## src/rtl/shared_net_arbiter_if.sv

```systemverilog
// Signal bundle between the requesters and the shared-net arbiter.
//
// Requester side (master modport) drives:
//   req       [NREQ-1:0]   level request, bit i = requester i
//   din       [NREQ*W-1:0] requester data, slice i = din[i*W +: W]
// Arbiter side (slave modport) drives:
//   grant     [NREQ-1:0]   one-hot registered ownership, including turnaround
//   drv_en    [NREQ-1:0]   one-hot driver enable, equals grant only while owning
//   owner_id  [IDW-1:0]    index of the current grant, 0 when none
//   bus_data  [W-1:0]      din slice of the enabled owner, 0 when nobody drives
//   bus_valid              high iff any drv_en bit is high
//   preempt                one-cycle pulse when an owner is forcibly revoked
interface shared_net_arbiter_if #(
  parameter int unsigned NREQ = 4,
  parameter int unsigned W    = 12
) ();

  localparam int unsigned IDW = (NREQ > 1) ? $clog2(NREQ) : 1;

  logic [NREQ-1:0]   req;
  logic [NREQ*W-1:0] din;
  logic [NREQ-1:0]   grant;
  logic [NREQ-1:0]   drv_en;
  logic [IDW-1:0]    owner_id;
  logic [W-1:0]      bus_data;
  logic              bus_valid;
  logic              preempt;

  modport master (
    output req,
    output din,
    input  grant,
    input  drv_en,
    input  owner_id,
    input  bus_data,
    input  bus_valid,
    input  preempt
  );

  modport slave (
    input  req,
    input  din,
    output grant,
    output drv_en,
    output owner_id,
    output bus_data,
    output bus_valid,
    output preempt
  );

endinterface

```

## src/rtl/shared_net_arbiter.sv

```systemverilog
// Round-robin owner arbiter for one shared, multi-driven W-bit net.
//
// At most one requester drives the net at a time. Every ownership change
// passes through TURN cycles with all drivers off (at least one cycle of
// drv_en=0 even when TURN=0), so two drivers never fight on the net. An
// owner that reaches MAXHOLD consecutive owning cycles while somebody else
// is waiting is revoked and preempt pulses for one cycle.
//
// Ports:
//   clk   rising-edge clock
//   rst   synchronous, active-high reset
//   bus   shared_net_arbiter_if.slave: req/din in; grant, drv_en, owner_id,
//         preempt (registered) and bus_data/bus_valid (mux on registered
//         drv_en) out
module shared_net_arbiter #(
  parameter int unsigned NREQ    = 4,
  parameter int unsigned W       = 12,
  parameter int unsigned TURN    = 1,
  parameter int unsigned MAXHOLD = 16
) (
  input logic                 clk,
  input logic                 rst,
  shared_net_arbiter_if.slave bus
);

  localparam int unsigned IdW   = (NREQ > 1) ? $clog2(NREQ) : 1;
  localparam int unsigned HoldW = $clog2(MAXHOLD);
  localparam logic [HoldW-1:0] HoldLast = HoldW'(MAXHOLD - 1);
  localparam logic [2:0]       TurnLast = (TURN > 0) ? 3'(TURN - 1) : 3'd0;
  localparam logic [IdW-1:0]   PtrRst   = IdW'(NREQ - 1);

  typedef enum logic [1:0] {
    StIdle,
    StTurn,
    StOwn
  } state_e;

  state_e            state_q, state_d;
  logic [NREQ-1:0]   grant_q, grant_d;
  logic [NREQ-1:0]   drv_en_q, drv_en_d;
  logic [IdW-1:0]    owner_id_q, owner_id_d;
  logic [IdW-1:0]    rr_ptr_q, rr_ptr_d;
  logic              preempt_q, preempt_d;
  logic [HoldW-1:0]  hold_cnt_q, hold_cnt_d;
  logic [2:0]        turn_cnt_q, turn_cnt_d;

  logic [NREQ-1:0]   cand;
  logic              any_cand;
  logic              owner_req;
  logic              pick_found;
  logic [IdW-1:0]    pick_idx;
  logic [NREQ-1:0]   pick_onehot;
  int unsigned       scan;
  logic [W-1:0]      bus_data_c;

  // Masking with the current grant excludes the owner from its own
  // preemption pick; on release the owner's req is already 0 and in
  // IDLE/TURN the mask is either empty or irrelevant, so one pick serves all.
  assign cand      = bus.req & ~grant_q;
  assign any_cand  = |cand;
  assign owner_req = |(bus.req & grant_q);

  // Round-robin search starting just above rr_ptr, wrapping at NREQ.
  always_comb begin
    pick_found = 1'b0;
    pick_idx   = '0;
    scan       = 0;
    for (int unsigned k = 1; k <= NREQ; k++) begin
      scan = 32'(rr_ptr_q) + k;
      if (scan >= NREQ) begin
        scan = scan - NREQ;
      end
      if (!pick_found && cand[scan[IdW-1:0]]) begin
        pick_found = 1'b1;
        pick_idx   = scan[IdW-1:0];
      end
    end
  end

  assign pick_onehot = NREQ'(1) << pick_idx;

  always_comb begin
    state_d    = state_q;
    grant_d    = grant_q;
    drv_en_d   = drv_en_q;
    owner_id_d = owner_id_q;
    rr_ptr_d   = rr_ptr_q;
    preempt_d  = 1'b0;
    hold_cnt_d = hold_cnt_q;
    turn_cnt_d = turn_cnt_q;

    unique case (state_q)
      StIdle: begin
        drv_en_d = '0;
        if (any_cand) begin
          grant_d    = pick_onehot;
          owner_id_d = pick_idx;
          rr_ptr_d   = pick_idx;
          hold_cnt_d = '0;
          turn_cnt_d = '0;
          if (TURN == 0) begin
            // Nobody was driving, so no gap is needed from idle.
            state_d  = StOwn;
            drv_en_d = pick_onehot;
          end else begin
            state_d = StTurn;
          end
        end
      end

      StTurn: begin
        drv_en_d = '0;
        if (!owner_req) begin
          // Grantee lost interest before ever driving: quietly drop it.
          state_d    = StIdle;
          grant_d    = '0;
          owner_id_d = '0;
          turn_cnt_d = '0;
        end else if (turn_cnt_q == TurnLast) begin
          state_d    = StOwn;
          drv_en_d   = grant_q;
          hold_cnt_d = '0;
          turn_cnt_d = '0;
        end else begin
          turn_cnt_d = turn_cnt_q + 3'd1;
        end
      end

      StOwn: begin
        // Release takes priority over the hold limit, so a voluntary drop
        // on the limit cycle never shows up as a preemption.
        if (!owner_req || (hold_cnt_q == HoldLast && any_cand)) begin
          preempt_d  = owner_req;
          drv_en_d   = '0;
          hold_cnt_d = '0;
          turn_cnt_d = '0;
          if (any_cand) begin
            grant_d    = pick_onehot;
            owner_id_d = pick_idx;
            rr_ptr_d   = pick_idx;
            // With TURN=0 the new owner enters OWN with drv_en still 0 for
            // one cycle, keeping a break-before-make gap on every handover.
            state_d    = (TURN == 0) ? StOwn : StTurn;
          end else begin
            state_d    = StIdle;
            grant_d    = '0;
            owner_id_d = '0;
          end
        end else begin
          drv_en_d = grant_q;
          if (hold_cnt_q != HoldLast) begin
            hold_cnt_d = hold_cnt_q + HoldW'(1);
          end
        end
      end

      default: begin
        state_d    = StIdle;
        grant_d    = '0;
        drv_en_d   = '0;
        owner_id_d = '0;
      end
    endcase
  end

  always_ff @(posedge clk) begin
    if (rst) begin
      state_q    <= StIdle;
      grant_q    <= '0;
      drv_en_q   <= '0;
      owner_id_q <= '0;
      rr_ptr_q   <= PtrRst;
      preempt_q  <= 1'b0;
      hold_cnt_q <= '0;
      turn_cnt_q <= '0;
    end else begin
      state_q    <= state_d;
      grant_q    <= grant_d;
      drv_en_q   <= drv_en_d;
      owner_id_q <= owner_id_d;
      rr_ptr_q   <= rr_ptr_d;
      preempt_q  <= preempt_d;
      hold_cnt_q <= hold_cnt_d;
      turn_cnt_q <= turn_cnt_d;
    end
  end

  // AND-OR mux on the registered one-hot enable models the resolved net.
  always_comb begin
    bus_data_c = '0;
    for (int i = 0; i < NREQ; i++) begin
      if (drv_en_q[i]) begin
        bus_data_c = bus_data_c | bus.din[i*W +: W];
      end
    end
  end

  assign bus.grant     = grant_q;
  assign bus.drv_en    = drv_en_q;
  assign bus.owner_id  = owner_id_q;
  assign bus.preempt   = preempt_q;
  assign bus.bus_data  = bus_data_c;
  assign bus.bus_valid = |drv_en_q;

endmodule

```

## src/flat_wrapper.sv

```systemverilog
// flat-port wrapper written by rule: the top's interface ports become plain ports
module shared_net_arbiter_flat 
#(
  parameter int unsigned NREQ    = 4,
  parameter int unsigned W       = 12,
  parameter int unsigned TURN    = 1,
  parameter int unsigned MAXHOLD = 16
)
  (clk, rst, bus_req, bus_din, bus_grant, bus_drv_en, bus_owner_id, bus_bus_data, bus_bus_valid, bus_preempt);
  shared_net_arbiter_if #(.NREQ(NREQ), .W(W)) bus_i ();
  input logic clk;
  input logic rst;
  input wire logic [$bits(bus_i.req)-1:0] bus_req;
  input wire logic [$bits(bus_i.din)-1:0] bus_din;
  output wire logic [$bits(bus_i.grant)-1:0] bus_grant;
  output wire logic [$bits(bus_i.drv_en)-1:0] bus_drv_en;
  output wire logic [$bits(bus_i.owner_id)-1:0] bus_owner_id;
  output wire logic [$bits(bus_i.bus_data)-1:0] bus_bus_data;
  output wire logic [$bits(bus_i.bus_valid)-1:0] bus_bus_valid;
  output wire logic [$bits(bus_i.preempt)-1:0] bus_preempt;
  assign bus_i.req = bus_req;
  assign bus_i.din = bus_din;
  assign bus_grant = bus_i.grant;
  assign bus_drv_en = bus_i.drv_en;
  assign bus_owner_id = bus_i.owner_id;
  assign bus_bus_data = bus_i.bus_data;
  assign bus_bus_valid = bus_i.bus_valid;
  assign bus_preempt = bus_i.preempt;
  shared_net_arbiter #(.NREQ(NREQ), .W(W), .TURN(TURN), .MAXHOLD(MAXHOLD)) u_core (.clk(clk), .rst(rst), .bus(bus_i));
endmodule
```

## config.mk

```make
export PLATFORM = sky130hd
export DESIGN_NAME = shared_net_arbiter_flat
export DESIGN_NICKNAME = d
export VERILOG_FILES = /design/src/rtl/shared_net_arbiter_if.sv /design/src/rtl/shared_net_arbiter.sv /design/src/flat_wrapper.sv
export SDC_FILE = /design/constraint.sdc
export NUM_CORES = 1
export LEC_CHECK = 0
export ABC_AREA = 1
export CAP_MARGIN = 40
export CORE_ASPECT_RATIO = 1.25
export CORE_MARGIN = 8
export CORE_UTILIZATION = 42
export DETAILED_ROUTE_END_ITERATION = 10
export MAX_ROUTING_LAYER = met4
export PLACE_DENSITY = 0.84
export SETUP_SLACK_MARGIN = 0.4
export SYNTH_ARGS = -nofsm -noshare
export SYNTH_HDL_FRONTEND = slang
export SYNTH_SLANG_ARGS = --single-unit
```

## constraint.sdc

```tcl
create_clock -name clk -period 1.7 [get_ports clk]
set_input_delay 0.255 -clock clk [delete_from_list [all_inputs] [get_ports clk]]
set_output_delay 0.255 -clock clk [all_outputs]
set_load 0.02 [all_outputs]
```

=== Word level (Yosys, flattened, before mapping) ===
Cells that the tools add are included.

* Add/subtract/negate cells: 10
* $mul: 0
* Divide/modulo/power cells: 0
* $lt $le $gt $ge: 8
* Equality and inequality tests: 11
* Shift-type cells: 1
* Mux-type cells: 57
* Bitwise operators: 8
* Reductions and logical operators: 22

{| class="wikitable"
|+ Operators with widths
! kind !! number
|-
| $mux 12 || 4
|-
| $mux 4 || 12
|-
| $mux 2 || 18
|-
| $or 12x12->12 || 3
|-
| $pmux 4 s3 || 2
|-
| $lt 2x3->1 const B || 4
|-
| $mux 3 || 4
|-
| $pmux 2 s3 || 2
|-
| $reduce_or 4->1 || 3
|-
| $ge 3x3->1 const B || 3
|-
| $pmux 3 s3 || 1
|-
| $reduce_and 3->1 || 3
|-
| $and 4x4->4 || 2
|-
| $bmux 1 s2 || 4
|-
| $mux 1 || 8
|-
| $ne 2x1->1 const B || 4
|-
| $pmux 4 s2 || 1
|-
| $sub 2x1->2 const B || 4
|-
| $add 2x2->3 const B || 2
|-
| $reduce_and 5->1 || 1
|-
| $add 2x3->4 const B || 1
|-
| $add 4x1->4 const B || 1
|-
| $eq 4x4->1 const B || 1
|-
| $ge 4x3->1 const B || 1
|-
| other kinds (21) || 28
|}

* Register bits after elaboration: 22
* Bits in latches: 0
* Memory bits (writable): 0
* Memory bits (read-only): 0
* Input bits: 54
* Output and inout bits: 24
* Word-level logic and storage cells: 125
* Memories: 0

=== Depth between registers and ports, before layout ===
* Depth after elaboration: 19
* Mapped depth: 13
* Gate-level depth less buffers: 13

=== Least setup slack after synthesis ===
Ideal clock, no wire load.

* Path type: register -> register
* Start: reg u_core.grant_q[3], in the netlist u_core.bus.grant[3]
* End: reg u_core.grant_q[3], in the netlist u_core.bus.grant[3]
* Setup time: 0.128 ns
* Arrival time: 1.371 ns
* Required time: 1.572 ns
* Slack: 0.202 ns
* Stages on the path, launching flop included: 14
* Buffers on the path: 0
* Period minus slack after synthesis: 1.498 ns
* Cell sequence: dfxtp_1 inv_2 nand2_1 nand2_1 inv_2 nand2_4 nor2_1 inv_2 nand3_2 nor2_2 nand2_2 nor2_1 nor2_1 nor2_1

* Longest elaborated chain between the ends: 18
* Elaborated cells on any way between the ends: 38
* Those cells by class: eq/ne (3); shift (1); mux (19); bitwise (3); reduce/logical (12)

{| class="wikitable"
|+ RTL lines
! what !! RTL line !! text
|-
| start, declared || shared_net_arbiter.sv:39 || <nowiki>logic [NREQ-1:0] grant_q, grant_d;</nowiki>
|-
| start signal, assigned || shared_net_arbiter.sv:178 || <nowiki>grant_q <= grant_d;</nowiki>
|-
| $not 4->4 || shared_net_arbiter.sv:59 || <nowiki>assign cand = bus.req & ~grant_q;</nowiki>
|-
| $and 4x4->4 || shared_net_arbiter.sv:59 ||
|-
| $bmux 1 s2 || shared_net_arbiter.sv:73 || <nowiki>if (!pick_found && cand[scan[IdW-1:0]]) begin</nowiki>
|-
| $mux 1 (not written as such) || shared_net_arbiter.sv:73 ||
|-
| $mux 1 || shared_net_arbiter.sv:73 ||
|-
| $logic_not 1->1 || shared_net_arbiter.sv:73 ||
|-
| $logic_and 1x1->1 || shared_net_arbiter.sv:73 ||
|-
| $mux 1 || shared_net_arbiter.sv:73 ||
|-
| [2 not listed] || - ||
|-
| $mux 1 || shared_net_arbiter.sv:73 ||
|-
| $logic_not 1->1 || shared_net_arbiter.sv:73 ||
|-
| $logic_and 1x1->1 || shared_net_arbiter.sv:73 ||
|-
| $mux 2 || shared_net_arbiter.sv:73 ||
|-
| $shl 1x2->4 || shared_net_arbiter.sv:80 || <nowiki>assign pick_onehot = NREQ'(1) << pick_idx;</nowiki>
|-
| $mux 4 || shared_net_arbiter.sv:137 || <nowiki>if (any_cand) begin</nowiki>
|-
| $mux 4 || shared_net_arbiter.sv:132 || <nowiki>if (!owner_req || (hold_cnt_q == HoldLast && any_cand)) begin</nowiki>
|-
| $pmux 4 s3 || shared_net_arbiter.sv:92 || <nowiki>unique case (state_q)</nowiki>
|}

Parallel ways exist; a longest one is shown, timed or not. The select of a mux whose other input is x is not followed.
A chain may end at the register's enable or synchronous reset.

=== Worst setup path in the final report ===
* Start: reg u_core.grant_q[1], in the netlist u_core.bus.grant[1]
* End: reg u_core.grant_q[3], in the netlist u_core.bus.grant[3]

The elaborated chain is that of the path after synthesis.

==> out/qor.tcl <==
set qor(status) {finished clean}
set qor(ant_nets) 0
set qor(start_util) 0.426
set qor(postSynthAreaPerCell_sq_um) 6.00
set qor(cts_hold_repair.buffers) 0
set qor(1st_iter_drt_viols) 153
set qor(criticalPathCategory) {flip-flop to flip-flop}
set qor(globalRoute.totalOverflow) 0
set qor(synth-seq-area-share) 0.259
set qor(layout.cells.most_common_list) {nand2_1, clkdlybuf4s50_1, buf_4}
set qor(worst_ir_drop_vdd_v) 0.00108
set qor(finalSetupViolations) 0
set qor(max_clock_freq_ghz) 0.622
set qor(grt_first_pass_wirelength_um) 10700
set qor(drive_gt1_frac) 0.432
set qor(antenna-diode-count) 0
set qor(cp-endpoint) {u_core.bus.grant[3]}
set qor(grt_max_degree) 14
set qor(slew_of_the_pin_with_the_lowest_slew_margin_ps) 427
set qor(timing.final.hold_violations) 0
set qor(finClkSkew_ps) 7.86
set qor(io_pins) 78
set qor(critical_path_peak_fanout) 7
set qor(core_sq_um) 4000
set qor(initial_antenna_violation_count) 0
set qor(final.setup.tns_ps) 0
set qor(route.vias.total) 2543
set qor(gp_congestion) 0.935
set qor(grt_setup_unrepaired) {true}
set qor(cp-startpoint) {u_core.bus.grant[1]}
set qor(slew_headroom) 0.715
set qor(post-route-min-period_ps) 1610
set qor(ff2ff_path_depth) 13
set qor(synth_fp_nets) 345
set qor(p_per_area_nw_per_um2) 1080
set qor(synth.distinct_cells) 23
set qor(reg2reg_from) {u_core.bus.grant[1]}
set qor(worstSetupStartpointType) {flip-flop}
set qor(syn_to_final_growth_pct) 103
set qor(arrival_time_at_the_worst_endpoint_ps) 1810
set qor(global_route.usage.total) 0.216
set qor(hpwl_um) 5020
set qor(place.port_buffers) 77
set qor(grt_pass1_vias) 2344
set qor(numClockSinks) 22
set qor(number_of_max_cap_violations) 0
set qor(seq_area_sq_um) 480
set qor(detail_route.first_pass.iterations) 6
set qor(yosys_warnings) 0
set qor(most_common_cell_after_layout_fill_and_taps_aside) {nand2_1}
set qor(maxSlewViolCount) 0
set qor(drt_wl_total_um) 8770
set qor(netlist_instances) 284
set qor(clkLatencyLatePin_ps) 270
set qor(dieHeight_um) 87.2
set qor(placedInstanceArea_sq_um) 2760
set qor(die-area_sq_um) 6360
set qor(fillers) 196
set qor(critical_path.reg2reg.endpoint) {u_core.bus.grant[3]}
set qor(leakagePower_nw) 1.63
set qor(finish.utilization) 0.863
set qor(post-route-period-util) 0.946
set qor(placementRows) 26
set qor(syn-cell-area_sq_um) 1700
set qor(r2r_slack_ps) 90
set qor(multi_input_comb_area_sq_um) 1450
set qor(synth.ff_latch_count) 22
set qor(wire_per_inst_um) 18.8
set qor(cp.required_ps) 1900
set qor(routed_via_density) 5.46
set qor(cts.path.max_buffers) 2
set qor(final_net_count) 472
set qor(hold_path.class) {flip-flop to flip-flop}
set qor(tritoncts.num_buffers) 3
set qor(floorplan.die.width_um) 73.0
set qor(worst_setup_end_kind) {flip-flop}
set qor(design_area_final_sq_um) 3450
set qor(path_clk_slew_ps) 70
set qor(clock_tree.htree_level_count) 1
set qor(tritoncts_clock_tree) {yes}
set qor(clock-root-buffer) {clkbuf_8}
set qor(post-route-drc-count) 0
==> state kept, by name, summed over array words and instances, names as in the netlist <==
name	flops
u_core.rr_ptr_q	2
u_core.bus.owner_id	2
u_core.state_q	2
u_core.turn_cnt_q	3
u_core.bus.grant	4
u_core.bus.drv_en	4
u_core.bus.preempt	1
u_core.hold_cnt_q	4
==> cell usage after synthesis <==
| master | instances | area share |
|---|---|---|
| nand2_1 | 105 | 0.23 |
| inv_1 | 24 | 0.053 |
| dfxtp_1 | 22 | 0.26 |
| nand3_1 | 22 | 0.065 |
| nor2_1 | 17 | 0.037 |
| nand4_1 | 16 | 0.059 |
| a21oi_1 | 14 | 0.041 |
| inv_2 | 11 | 0.024 |
| ha_1 | 7 | 0.051 |
| nand2_2 | 7 | 0.026 |
| nor2_2 | 6 | 0.022 |
| nor3_1 | 6 | 0.018 |
| clkbuf_1 | 5 | 0.011 |
| o21ai_0 | 5 | 0.015 |
| nand3_2 | 4 | 0.024 |
| xor2_1 | 3 | 0.015 |
| nand2_4 | 2 | 0.013 |
| o211ai_1 | 2 | 0.0088 |
| o21ai_1 | 2 | 0.0059 |
| a21boi_2 | 1 | 0.0066 |
| buf_6 | 1 | 0.0066 |
| nor4_1 | 1 | 0.0037 |
| or4_1 | 1 | 0.0044 |
==> worst min-delay path by stage <==
| stage | start | end | slack, ps | cells past startpoint |
|---|---|---|---|---|
| after global placement | u_core.bus.owner_id[1] | u_core.bus.owner_id[1] | 450 | 2 |
| after CTS | u_core.bus.owner_id[1] | u_core.bus.owner_id[1] | 470 | 2 |
| final | u_core.bus.owner_id[1] | u_core.bus.owner_id[1] | 480 | 2 |
| after detailed placement | u_core.bus.owner_id[1] | u_core.bus.owner_id[1] | 460 | 2 |
| after global routing | u_core.bus.owner_id[1] | u_core.bus.owner_id[1] | 520 | 2 |
| after floorplan | rst | u_core.turn_cnt_q[1] | 320 | 1 |
==> metrics by stage <==
step / cells / total power [mW] / setup slack [ps] / hold WS (ps)
after global routing: 466 / 3.94 / 5.54 / 522
after floorplan: 284 / 1.88 / 329 / 324
after detailed placement: 428 / 2.51 / -207 / 456
after global placement: 428 / 2.48 / -166 / 454
after CTS: 445 / 3.22 / 180 / 465
final: 466 / 3.73 / 91.6 / 481
==> layer usage <==
metal	vias to the layer above	track usage	routed length, um
met3	45	0.0518	786
met1	1159	0.211	3160
met5	-	-	0
met4	0	0.0985	437
met2	166	0.392	4390
li1	1173	-	-
==> worst max-delay path, cell delays in order (launching register included) <==
cell and delay, ps:
dfxtp_4 370, inv_4 70, nand2_1 60, nand2_1 100
inv_2 60, nand2_4 90, nand2_4 80, nand2_8 100
nand3_4 140, nor2_4 160, nand2_4 80, nor2_4 80
nor2_1 40, nor2_1 90
==> power by group <==
| part | leakage [nW] | internal (mW) | total (mW) | switching [mW] |
|---|---|---|---|---|
| logic | 1.40 | 1.07 | 2.53 | 1.46 |
| registers | 0.187 | 0.637 | 0.764 | 0.127 |
| clock network | 0.0339 | 0.256 | 0.434 | 0.178 |
| total | 1.63 | 1.96 | 3.73 | 1.77 |
==> cells by family (layout without fill, tap and decap cells) <==
kind of cell | count (synthesis) | count (layout) | synth area share
adders and majority gates | 7 | 7 | 0.0514
buffers and inverters | 41 | 167 | 0.0948
AOI/OAI and AO/OA | 24 | 24 | 0.0771
DFF | 22 | 22 | 0.259
xor gates and xnor gates | 3 | 3 | 0.0154
and+or+nand+nor | 187 | 187 | 0.503
==> cell type report <==
class	count	area share
Inverter	35	0.0438
Tap cell	56	0.0203
Clock buffer	4	0.0192
Timing Repair Buffer	128	0.358
Sequential cell	22	0.139
Multi-Input combinational cell	221	0.420
==> timing repair <==
action                                 CTS  global route
buffers inserted                        13            18
pin swaps                               13            27
setup endpoints to repair               45            39
endpoints found under the hold margin    0             0
gates cloned                             0             3
gates resized for setup                127            93
(Power assumes the default switching activity.)
